==> src/rtl/shared_and_arbiter_pkg.sv <==
// Shared types and helpers for the shared AND-unit arbiter.
// OPCNT_W sizes the optional completion counter (SHARED_AND_STATS_EN).
package shared_and_pkg;

    typedef enum logic [1:0] {
        ST_IDLE = 2'd0,
        ST_BUSY = 2'd1,
        ST_DONE = 2'd2
    } state_t;

    localparam int OPCNT_W = 16;

    // Index width, never narrower than one bit.
    function automatic int idw(input int n);
        return (n > 1) ? $clog2(n) : 1;
    endfunction

endpackage

==> src/rtl/shared_and_arbiter_if.sv <==
// Requester-side bus of the shared AND-unit arbiter.
// OPCNT exists only when SHARED_AND_STATS_EN is defined.
interface shared_and_arbiter_if
    import shared_and_pkg::*;
#(
    parameter int N     = 4,
    parameter int WIDTH = 8
);
    localparam int IDW = idw(N);

    logic [N-1:0]       REQ;
    logic [N*WIDTH-1:0] I0;
    logic [N*WIDTH-1:0] I1;
    logic [N-1:0]       GNT;
    logic [WIDTH-1:0]   Z;
    logic               ZV;
    logic [IDW-1:0]     ZID;
    logic               BUSY;
`ifdef SHARED_AND_STATS_EN
    logic [OPCNT_W-1:0] OPCNT;

    modport master (output REQ, I0, I1, input GNT, Z, ZV, ZID, BUSY, OPCNT);
    modport slave  (input REQ, I0, I1, output GNT, Z, ZV, ZID, BUSY, OPCNT);
`else
    modport master (output REQ, I0, I1, input GNT, Z, ZV, ZID, BUSY);
    modport slave  (input REQ, I0, I1, output GNT, Z, ZV, ZID, BUSY);
`endif

endinterface

==> src/rtl/shared_and_arbiter_rr_pick.sv <==
// Combinational round-robin picker: first asserted request above ptr, modulo N.
module rr_pick
    import shared_and_pkg::*;
#(
    parameter int N = 4,
    localparam int IDW = idw(N)
) (
    input  logic [N-1:0]   req,
    input  logic [IDW-1:0] ptr,
    output logic [N-1:0]   gnt,
    output logic [IDW-1:0] idx,
    output logic           any
);

    always_comb begin
        logic [IDW-1:0] kk;
        logic           found;
        kk    = '0;
        found = 1'b0;
        gnt   = '0;
        idx   = '0;
        any   = |req;
        for (int i = 1; i <= N; i++) begin
            kk = IDW'((int'(ptr) + i) % N);
            if (!found && req[kk]) begin
                found   = 1'b1;
                gnt[kk] = 1'b1;
                idx     = kk;
            end
        end
    end

endmodule

==> src/rtl/shared_and_arbiter.sv <==
// Round-robin sharing of one fixed-delay (DIZ) bitwise AND unit among N requesters.
// SHARED_AND_STATS_EN adds a saturating completion counter on OPCNT.
//
//   state   | meaning
//   ST_IDLE | unit free, grant on any request
//   ST_BUSY | operation in flight, counter running down to 0
//   ST_DONE | result valid (ZV), may grant the next request in the same cycle
module shared_and_arbiter
    import shared_and_pkg::*;
#(
    parameter int N     = 4,
    parameter int WIDTH = 8,
    parameter int DIZ   = 6
) (
    input logic                 CK,
    input logic                 _CLR,
    shared_and_arbiter_if.slave bus
);

    localparam int IDW = idw(N);
    localparam int CW  = idw(DIZ);
    localparam logic [CW-1:0] CNT_INIT = (DIZ > 1) ? CW'(DIZ - 2) : '0;

    state_t           state_q, state_d;
    logic [CW-1:0]    cnt_q, cnt_d;
    logic [IDW-1:0]   ptr_q, ptr_d, id_q, id_d, zid_q, zid_d;
    logic [WIDTH-1:0] a_q, a_d, b_q, b_d, z_q, z_d;
    logic [WIDTH-1:0] sel_a, sel_b;
    logic [N-1:0]     pick_gnt, gnt;
    logic [IDW-1:0]   pick_idx;
    logic             pick_any;

    rr_pick #(.N(N)) u_pick (
        .req (bus.REQ),
        .ptr (ptr_q),
        .gnt (pick_gnt),
        .idx (pick_idx),
        .any (pick_any)
    );

    always_comb begin
        sel_a = '0;
        sel_b = '0;
        for (int k = 0; k < N; k++) begin
            if (pick_gnt[k]) begin
                sel_a = sel_a | bus.I0[k*WIDTH +: WIDTH];
                sel_b = sel_b | bus.I1[k*WIDTH +: WIDTH];
            end
        end
    end

    always_comb begin
        state_d = state_q;
        cnt_d   = cnt_q;
        ptr_d   = ptr_q;
        a_d     = a_q;
        b_d     = b_q;
        id_d    = id_q;
        z_d     = z_q;
        zid_d   = zid_q;
        gnt     = '0;
        case (state_q)
            ST_BUSY: begin
                if (cnt_q == '0) begin
                    state_d = ST_DONE;
                    z_d     = a_q & b_q;
                    zid_d   = id_q;
                end else begin
                    cnt_d = cnt_q - 1'b1;
                end
            end
            default: begin
                state_d = ST_IDLE;
                if (pick_any) begin
                    gnt   = pick_gnt;
                    ptr_d = pick_idx;
                    a_d   = sel_a;
                    b_d   = sel_b;
                    id_d  = pick_idx;
                    // With a one-cycle unit the grant edge is also the completion edge.
                    if (DIZ == 1) begin
                        state_d = ST_DONE;
                        z_d     = sel_a & sel_b;
                        zid_d   = pick_idx;
                    end else begin
                        state_d = ST_BUSY;
                        cnt_d   = CNT_INIT;
                    end
                end
            end
        endcase
    end

    always_ff @(posedge CK or negedge _CLR) begin
        if (!_CLR) begin
            state_q <= ST_IDLE;
            cnt_q   <= '0;
            ptr_q   <= IDW'(N - 1);
            a_q     <= '0;
            b_q     <= '0;
            id_q    <= '0;
            z_q     <= '0;
            zid_q   <= '0;
        end else begin
            state_q <= state_d;
            cnt_q   <= cnt_d;
            ptr_q   <= ptr_d;
            a_q     <= a_d;
            b_q     <= b_d;
            id_q    <= id_d;
            z_q     <= z_d;
            zid_q   <= zid_d;
        end
    end

    // Grant is masked while reset is held so no request can be seen as granted.
    assign bus.GNT  = _CLR ? gnt : '0;
    assign bus.Z    = z_q;
    assign bus.ZV   = (state_q == ST_DONE);
    assign bus.ZID  = zid_q;
    assign bus.BUSY = (state_q == ST_BUSY);

`ifdef SHARED_AND_STATS_EN
    logic [OPCNT_W-1:0] opcnt_q, opcnt_d;

    always_comb begin
        opcnt_d = opcnt_q;
        if (state_q == ST_DONE && opcnt_q != '1) opcnt_d = opcnt_q + 1'b1;
    end

    always_ff @(posedge CK or negedge _CLR) begin
        if (!_CLR) opcnt_q <= '0;
        else       opcnt_q <= opcnt_d;
    end

    assign bus.OPCNT = opcnt_q;
`endif

endmodule

==> src/flat_wrapper.sv <==
// flat-port wrapper written by rule: the top's interface ports become plain ports
module shared_and_arbiter_flat import shared_and_pkg::*;
#(
    parameter int N     = 4,
    parameter int WIDTH = 8,
    parameter int DIZ   = 6
)
  (CK, _CLR, bus_REQ, bus_I0, bus_I1, bus_GNT, bus_Z, bus_ZV, bus_ZID, bus_BUSY);
  shared_and_arbiter_if #(.N(N), .WIDTH(WIDTH)) bus_i ();
  input logic CK;
  input logic _CLR;
  input wire logic [$bits(bus_i.REQ)-1:0] bus_REQ;
  input wire logic [$bits(bus_i.I0)-1:0] bus_I0;
  input wire logic [$bits(bus_i.I1)-1:0] bus_I1;
  output wire logic [$bits(bus_i.GNT)-1:0] bus_GNT;
  output wire logic [$bits(bus_i.Z)-1:0] bus_Z;
  output wire logic [$bits(bus_i.ZV)-1:0] bus_ZV;
  output wire logic [$bits(bus_i.ZID)-1:0] bus_ZID;
  output wire logic [$bits(bus_i.BUSY)-1:0] bus_BUSY;
  assign bus_i.REQ = bus_REQ;
  assign bus_i.I0 = bus_I0;
  assign bus_i.I1 = bus_I1;
  assign bus_GNT = bus_i.GNT;
  assign bus_Z = bus_i.Z;
  assign bus_ZV = bus_i.ZV;
  assign bus_ZID = bus_i.ZID;
  assign bus_BUSY = bus_i.BUSY;
  shared_and_arbiter #(.N(N), .WIDTH(WIDTH), .DIZ(DIZ)) u_core (.CK(CK), ._CLR(_CLR), .bus(bus_i));
endmodule
==> config.mk <==
export PLATFORM = sky130hd
export DESIGN_NAME = shared_and_arbiter_flat
export DESIGN_NICKNAME = d
export VERILOG_FILES = /design/src/rtl/shared_and_arbiter_pkg.sv /design/src/rtl/shared_and_arbiter_if.sv /design/src/rtl/shared_and_arbiter_rr_pick.sv /design/src/rtl/shared_and_arbiter.sv /design/src/flat_wrapper.sv
export SDC_FILE = /design/constraint.sdc
export NUM_CORES = 1
export LEC_CHECK = 0
export CAP_MARGIN = 20
export CORE_MARGIN = 2
export CORE_UTILIZATION = 35
export CTS_BUF_LIST = sky130_fd_sc_hd__clkbuf_2
export DETAILED_ROUTE_END_ITERATION = 10
export PLACE_DENSITY = 0.75
export SYNTH_ARGS = -nofsm -noshare
export SYNTH_HDL_FRONTEND = slang
export SYNTH_HIERARCHICAL = 1
export SYNTH_SLANG_ARGS = --single-unit
==> constraint.sdc <==
create_clock -name CK -period 6 [get_ports CK]
set_input_delay 1.2 -clock CK [delete_from_list [all_inputs] [get_ports CK]]
set_output_delay 1.2 -clock CK [all_outputs]
set_load 0.03 [all_outputs]
==> summary.md, run 1 <==
• primary input — crit path launch type
• 0.4997 ns — Final Hold Slack
• completed — result of the run
• 0.36 ns — worst-skew pair later-pin latency
• 0 — remaining global-route overflow
• buffers and inverters — category of cells accounting for the largest share of critical-path delay
• 5.676 — vias per inst
• 36.52% — area share of the largest cell type after synthesis
• sky130_fd_sc_hd__dfrtp_1 37%, sky130_fd_sc_hd__a22oi_1 11%, sky130_fd_sc_hd__ha_1 5.5% — top cells by area in the synthesized netlist
• clkdlybuf4s50_1 > nor3_1 > nand2b_1 > buf_4 > and2_1 > and3_1 > clkdlybuf4s50_1 — CP cell instances
• 0.8536 — routability-driven placement congestion ratio
• 320 — total nets after synthesis
• 0 — number of hold violations in the final report
• 41.73% — layout overhead on the synthesized area
• 100.0% — share of synthesized flip-flops with an asynchronous set or reset
• 46.81% — proportion of total power due to net switching
• 2 — CTS H-tree depth
• 5 — clock buffer count from CTS
• 2261 µm² — Mapped Area
• 0 — Gates resized, CTS repair
• 5 — drt pass-1 iters
• 555.5 nW/µm² — power per unit of standard cell area
• 5.258 ns — time the worst path needs with I/O delays and setup
• 190.2 MHz — f_max
• 35.81% — initial core utilization
• 16.49 µm — final routed wire length divided by cell count
• 0 — Max Slew Vio Count
• 18.14% — Tot GR Track Use
• 0 — count of max-cap constraint violations
• 29 — total number of placement rows
• 9 — reg2reg path depth
• 0.8763 ns — Tightest Pin Transition
• 2.78 ns — reg2reg setup slack
• 40 — maximum number of pins on one net before global-route repair
• bus_GNT[2] — end point of the critical path
• 0.17 ns — CTS clock-pin slew for the worst setup and hold paths
• 0 — number of diodes added for antenna fixing
• 35 — Yosys reg bits
• sky130_fd_sc_hd__clkdlybuf4s50_1 — Top cell by count, worst path
• bus_REQ[3] — crit path launch
• 6 — YS warnings
• 0.004063 ns — Clock Skew
• 2225 — via count of the routed design
• u_core/ptr_q[0] — launch point of the worst reg-to-reg path
• sky130_fd_sc_hd__and2_1 — highest-delay cell along the critical path
• 6466 µm — Total Routed Length
• 7 — depth of the critical timing path with buffers and inverters included
• 25.4% — share of total power in sequential cells
• 0 — count of antenna-violating nets left after detailed routing
• reg2reg — HP Class
• 0 — setup-violating endpoint count in the final report
• 7118 µm² — area of the die
• 63.9% — combinational cell fraction of total power
• 0.0008332 W — total net switching power
• 240 — cell count after synthesis
• 6314 µm² — Placeable Area
• 25 — highest fanout seen on the critical path
• 3 — Worst Path Buf+Inv
• 394 — Post-layout nets
• 35 — total number of clock tree sinks
• built — TritonCTS clock tree
• 1.282 nW — leak pwr
• 0 — final routed DRC violation total
• 4.80 ns — Worst EP required
• sky130_fd_sc_hd__dfrtp_1 — largest area contributor in the netlist
• output port — CP Capture Type
• 302.8 µV — VDD IR max
• 85 — Port Buffers
• 86 — I/O pin count
• 84.37 µm — Chip Width
• 41.58% — Max transition margin
• 0 ns — sum of negative setup slack
• 84.37 µm — floorplan die height
• 10580 µm — wire length of the first global-routing pass
• 2 — maximum number of buffers from clock root to sink
• 10.8% — clock share of power
• 9.420 µm² — post-synthesis average cell area
• in2out — Setup CP Type
• u_core/a_q[6] — worst flop-to-flop path endpoint
• false — RSZ-0062 raised after global routing
• 0 — initial antenna violation count
• sky130_fd_sc_hd__clkbuf_2 — root buffer cell
• 2130 — via count of the first global-routing pass
• 0.74 ns — slowest cell delay on critical path
• 46 — post-synth cell types
• 0 — postcts setup bufs
• 4.06 ns — arrival time at the worst endpoint
• 4640 µm — Detail Placement HPWL
• 0.001780 W — total power consumption of the routed design
• sky130_fd_sc_hd__dfrtp_1 — ys flop type
• 33 x sky130_fd_sc_hd__a22oi_1, 33 x sky130_fd_sc_hd__dfrtp_1, 27 x sky130_fd_sc_hd__nand2_1, 18 x sky130_fd_sc_hd__a21oi_1, 16 x sky130_fd_sc_hd__a31oi_1 — most used standard cells in the synthesized netlist
• 87.63% — post-route fraction of the period consumed by the critical path
• 0 — count of flip-flops with a built-in enable after synthesis
• 392 — number of standard cells in the final layout excluding fillers
• 121 — initial detailed-routing violation count
• 384 — post-placement cell count
• 0.0009467 W — internal portion of total power
• 7.302% — fraction of final layout cells with drive strength greater than 1
• 0 — hold buffers post-CTS
• 38.85% — sequential area share after synthesis
metal layers:
metal / vias up / global-route usage, % / part of all wire [%] / wire length, µm
met4: 0 / 4.762 / 1.0 / 66
met5: - / 0 / 0 / 0
met1: 1084 / 24.06 / 43 / 2750
li1: 1052 / - / - / -
met2: 83 / 30.30 / 50 / 3233
met3: 6 / 3.835 / 6.4 / 414
worst min path at each step:
stage / start / end / slack [ns] / cells after the start
global route: u_core/bus.Z[4] / u_core/bus.Z[4] / 0.53 / 2
detailed placement: u_core/bus.Z[4] / u_core/bus.Z[4] / 0.47 / 2
CTS: u_core/bus.Z[4] / u_core/bus.Z[4] / 0.51 / 2
finish: u_core/bus.Z[4] / u_core/bus.Z[4] / 0.50 / 2
global placement: u_core/bus.Z[4] / u_core/bus.Z[4] / 0.46 / 2
floorplan: u_core/id_q[0] / u_core/bus.ZID[0] / 0.45 / 1
layout make-up:
type                    instances  area, µm²
clock buffers                   5      25.02
clock inverters                 3      67.56
fillers                       578       3109
inverters                       7      26.28
multi-input cells             175       1227
flip-flops and latches         35      878.3
well taps                      77      96.34
repair buffers                 90      883.3
worst register-to-register path: cells and delay by family, from the launching register on:
family | cells | cell delay (ns)
flip-flops | 1 | 0.78
AO/OA/AOI/OAI | 4 | 0.75
adder cells (fa/ha/maj) | 1 | 0.55
multiplexers | 1 | 0.45
buffers and inverters | 2 | 0.44
AND/OR/NAND/NOR | 1 | 0.11
state kept, by name, indices dropped and copies added (netlist names):
name and cells:
u_core/b_q 8, u_core/bus.ZID 2, u_core/state_q 2, u_core/ptr_q 2, u_core/id_q 2, u_core/cnt_q 3
u_core/bus.Z 8, u_core/a_q 8
logic make-up (layout without fill, tap and decap cells):
| group | after synthesis | in the layout | synth area share (%) |
|---|---|---|---|
| compound gates | 98 | 98 | 29.50 |
| fa+ha+maj | 10 | 10 | 5.534 |
| buf+inv | 30 | 105 | 6.862 |
| flops | 35 | 35 | 38.85 |
| mux | 11 | 11 | 6.364 |
| simple gates | 56 | 56 | 12.89 |
stage by stage:
step	utilization [%]	worst slack [ns]	instance area, µm²
5_1_grt	50.75	0.5460	3204
3_5_place_dp	49.29	0.7433	3112
3_3_place_gp	49.29	0.7772	3112
2_1_floorplan	-	1.747	2261
6_report	50.75	0.7425	3204
4_1_cts	50.75	0.7399	3204
power by group through the flow:
stage | clock, W | combinational (W) | sequential (W)
after detailed placement | 0 | 0.00112 | 0.000456
after global routing | 0.000209 | 0.00125 | 0.000471
after CTS | 0.000197 | 0.00113 | 0.000451
after global placement | 0 | 0.00110 | 0.000451
after floorplan | 0 | 0.000791 | 0.000482
final | 0.000192 | 0.00114 | 0.000451
cell usage in the layout (no fill, tap or decap), types with 2 or more instances in the layout:
| cell type | synthesis | routed |
|---|---|---|
| sky130_fd_sc_hd__bufinv_16 | 0 | 2 |
| sky130_fd_sc_hd__o21ai_0 | 11 | 11 |
| sky130_fd_sc_hd__a31oi_1 | 16 | 16 |
| sky130_fd_sc_hd__nor3b_1 | 2 | 2 |
| sky130_fd_sc_hd__a221o_1 | 4 | 4 |
| sky130_fd_sc_hd__clkbuf_2 | 0 | 5 |
| sky130_fd_sc_hd__inv_1 | 6 | 6 |
| sky130_fd_sc_hd__nor3_1 | 2 | 2 |
| sky130_fd_sc_hd__a21oi_1 | 18 | 18 |
| sky130_fd_sc_hd__mux2_1 | 6 | 6 |
| sky130_fd_sc_hd__o21ai_1 | 5 | 5 |
| sky130_fd_sc_hd__and3_1 | 4 | 4 |
| sky130_fd_sc_hd__mux2i_1 | 2 | 2 |
| sky130_fd_sc_hd__dfstp_2 | 2 | 2 |
| sky130_fd_sc_hd__ha_1 | 10 | 10 |
| sky130_fd_sc_hd__dfrtp_1 | 33 | 33 |
| sky130_fd_sc_hd__nor2b_1 | 5 | 5 |
| sky130_fd_sc_hd__a22oi_1 | 33 | 33 |
| sky130_fd_sc_hd__nor2_1 | 4 | 4 |
| sky130_fd_sc_hd__nand2_1 | 27 | 27 |
| sky130_fd_sc_hd__clkdlybuf4s50_1 | 0 | 84 |
| sky130_fd_sc_hd__o211ai_1 | 2 | 2 |
| sky130_fd_sc_hd__nand2b_1 | 2 | 2 |
| sky130_fd_sc_hd__buf_4 | 2 | 5 |
| sky130_fd_sc_hd__mux4_2 | 2 | 2 |
No activity file was read; power rests on OpenSTA's default activity.
==> run 2, diff against run 1 <==
--- a/config.mk
+++ b/config.mk
@@ -15,3 +15,4 @@
 export SYNTH_HDL_FRONTEND = slang
 export SYNTH_HIERARCHICAL = 1
 export SYNTH_SLANG_ARGS = --single-unit
+export TNS_END_PERCENT = 10
==> constraint.sdc (replaced) <==
create_clock -name CK -period 5.7 [get_ports CK]
set_input_delay 1.14 -clock CK [delete_from_list [all_inputs] [get_ports CK]]
set_output_delay 1.14 -clock CK [all_outputs]
set_load 0.03 [all_outputs]
==> summary.md, run 2 (synthesis gave the netlist of run 1 again) <==
• u_core/bus.Z[3] — hold path startpoint
• 6314 µm² — Placeable Area
• 0 — number of diodes added for antenna fixing
• 0.8188 ns — Tightest Pin Transition
• bus_REQ[3] — crit path launch
• 84 x sky130_fd_sc_hd__clkdlybuf4s50_1, 33 x sky130_fd_sc_hd__a22oi_1, 33 x sky130_fd_sc_hd__dfrtp_1 — commonest non-fill, non-tap cells in the layout
• 0.15 ns — CTS clock-pin slew for the worst setup and hold paths
• in2out — Setup CP Type
• 19 — highest fanout seen on the critical path
• 18.69% — Tot GR Track Use
• 2206 — via count of the routed design
• 85 — Port Buffers
• 396 — Post-layout nets
• 5 — clock buffer count from CTS
• 2 — CTS H-tree depth
• 0 — Gates resized, CTS repair
• 0 — Max Slew Vio Count
• 0 — initial antenna violation count
• 6509 µm — Total Routed Length
• 0 — number of hold violations in the final report
• 0 — count of antenna-violating nets left after detailed routing
• 565.7 nW/µm² — power per unit of standard cell area
• 4.931 ns — time the worst path needs with I/O delays and setup
• 0 — postcts setup bufs
• 2153 — via count of the first global-routing pass
• 132 — initial detailed-routing violation count
• u_core/ptr_q[0] — launch point of the worst reg-to-reg path
• sky130_fd_sc_hd__clkbuf_2 — root buffer cell
• 7118 µm² — area of the die
• 0 — setup-violating endpoint count in the final report
• 35.81% — initial core utilization
• 0 — final routed DRC violation total
• 4 — drt pass-1 iters
• 4812 µm — Detail Placement HPWL
• 86 — I/O pin count
• 3.79 ns — arrival time at the worst endpoint
• reg2reg — HP Class
• 10680 µm — wire length of the first global-routing pass
• 0.39 ns — worst-skew pair later-pin latency
• false — RSZ-0062 raised after global routing
• 202.8 MHz — f_max
• 0.001793 W — total power consumption of the routed design
• built — TritonCTS clock tree
• 84.37 µm — floorplan die height
• 320.5 µV — VDD IR max
• 0.8814 — routability-driven placement congestion ratio
• primary input — crit path launch type
• 40.18% — layout overhead on the synthesized area
• 86.51% — post-route fraction of the period consumed by the critical path
• 50.20% — final core occ
• 3169 µm² — cell area after layout
• 84.37 µm — Chip Width
• 29 — total number of placement rows
• 0 — hold buffers post-CTS
• 5.599 — vias per inst
• 28 — maximum number of pins on one net before global-route repair
• sky130_fd_sc_hd__clkdlybuf4s50_1 — most frequent standard cell in the layout excluding fill and tap cells
• 0 — count of max-cap constraint violations
• completed — result of the run
• 4.56 ns — Worst EP required
• 0 — remaining global-route overflow
• 16.52 µm — final routed wire length divided by cell count
• 45.10% — Max transition margin
• 35 — total number of clock tree sinks
• 7.886% — fraction of final layout cells with drive strength greater than 1
• 3127 µm² — placement-stage cell area
• output port — CP Capture Type
• 0.02431 ns — Clock Skew
• 0 ns — sum of negative setup slack
• 2 — maximum number of buffers from clock root to sink
• 1.272 nW — leak pwr
[run 2: changes by cell type in the layout (fill, tap and decap cells not counted), sizes merged]
cell / before / now
clkinv: 0 / 1
buf: 6 / 8
bufinv: 2 / 0
clkbuf: 5 / 6
[run 2: critical path, stage by stage]
cell and delay (ns):
sky130_fd_sc_hd__clkdlybuf4s50_1 0.72, sky130_fd_sc_hd__nor3_1 0.13, sky130_fd_sc_hd__nand2b_1 0.09, sky130_fd_sc_hd__buf_4 0.23, sky130_fd_sc_hd__and2_1 0.54, sky130_fd_sc_hd__and3_1 0.26, sky130_fd_sc_hd__clkdlybuf4s50_1 0.67
[run 2: metrics by stage]
step	instances	hold WS (ns)	worst slack, ns
after floorplan	240	0.4503	1.567
after global placement	386	0.4609	0.8657
after detailed placement	386	0.4699	0.7680
after CTS	394	0.5046	0.7682
after global routing	394	0.5244	0.5949
final	394	0.4991	0.7692
[run 2: final cells by class]
class	instances	area, µm²
clock buffers	6	30.03
clock inverters	2	12.51
fillers	599	3144
inverters	7	26.28
multi-input cells	175	1227
flip-flops and latches	35	878.3
well taps	77	96.34
repair buffers	92	898.4
[run 2: worst paths after layout]
| check | end | slack, ns | depth (start not counted) |
|---|---|---|---|
| max | bus_GNT[3] | 0.77 | 7 |
| max in group asynchronous | u_core/state_q[0] | 4.46 | 2 |
| max reg2reg | u_core/b_q[3] | 2.49 | 9 |
| min | u_core/bus.Z[3] | 0.50 | 2 |
| min in group asynchronous | u_core/b_q[3] | 0.61 | 1 |
| min reg2reg | u_core/bus.Z[3] | 0.50 | 2 |
[run 2: power breakdown]
part           total (W)  internal [W]  switching [W]
Combinational    0.00121      0.000502       0.000703
Clock           0.000112     0.0000313      0.0000806
Sequential      0.000476      0.000383      0.0000928
[run 2: per-layer routing]
metal	vias up	global-route usage (%)	wire (µm)
met5	-	0	0
met4	0	5.339	103
met3	8	5.408	501
met2	82	29.73	3104
met1	1060	25.00	2800
li1	1056	-	-
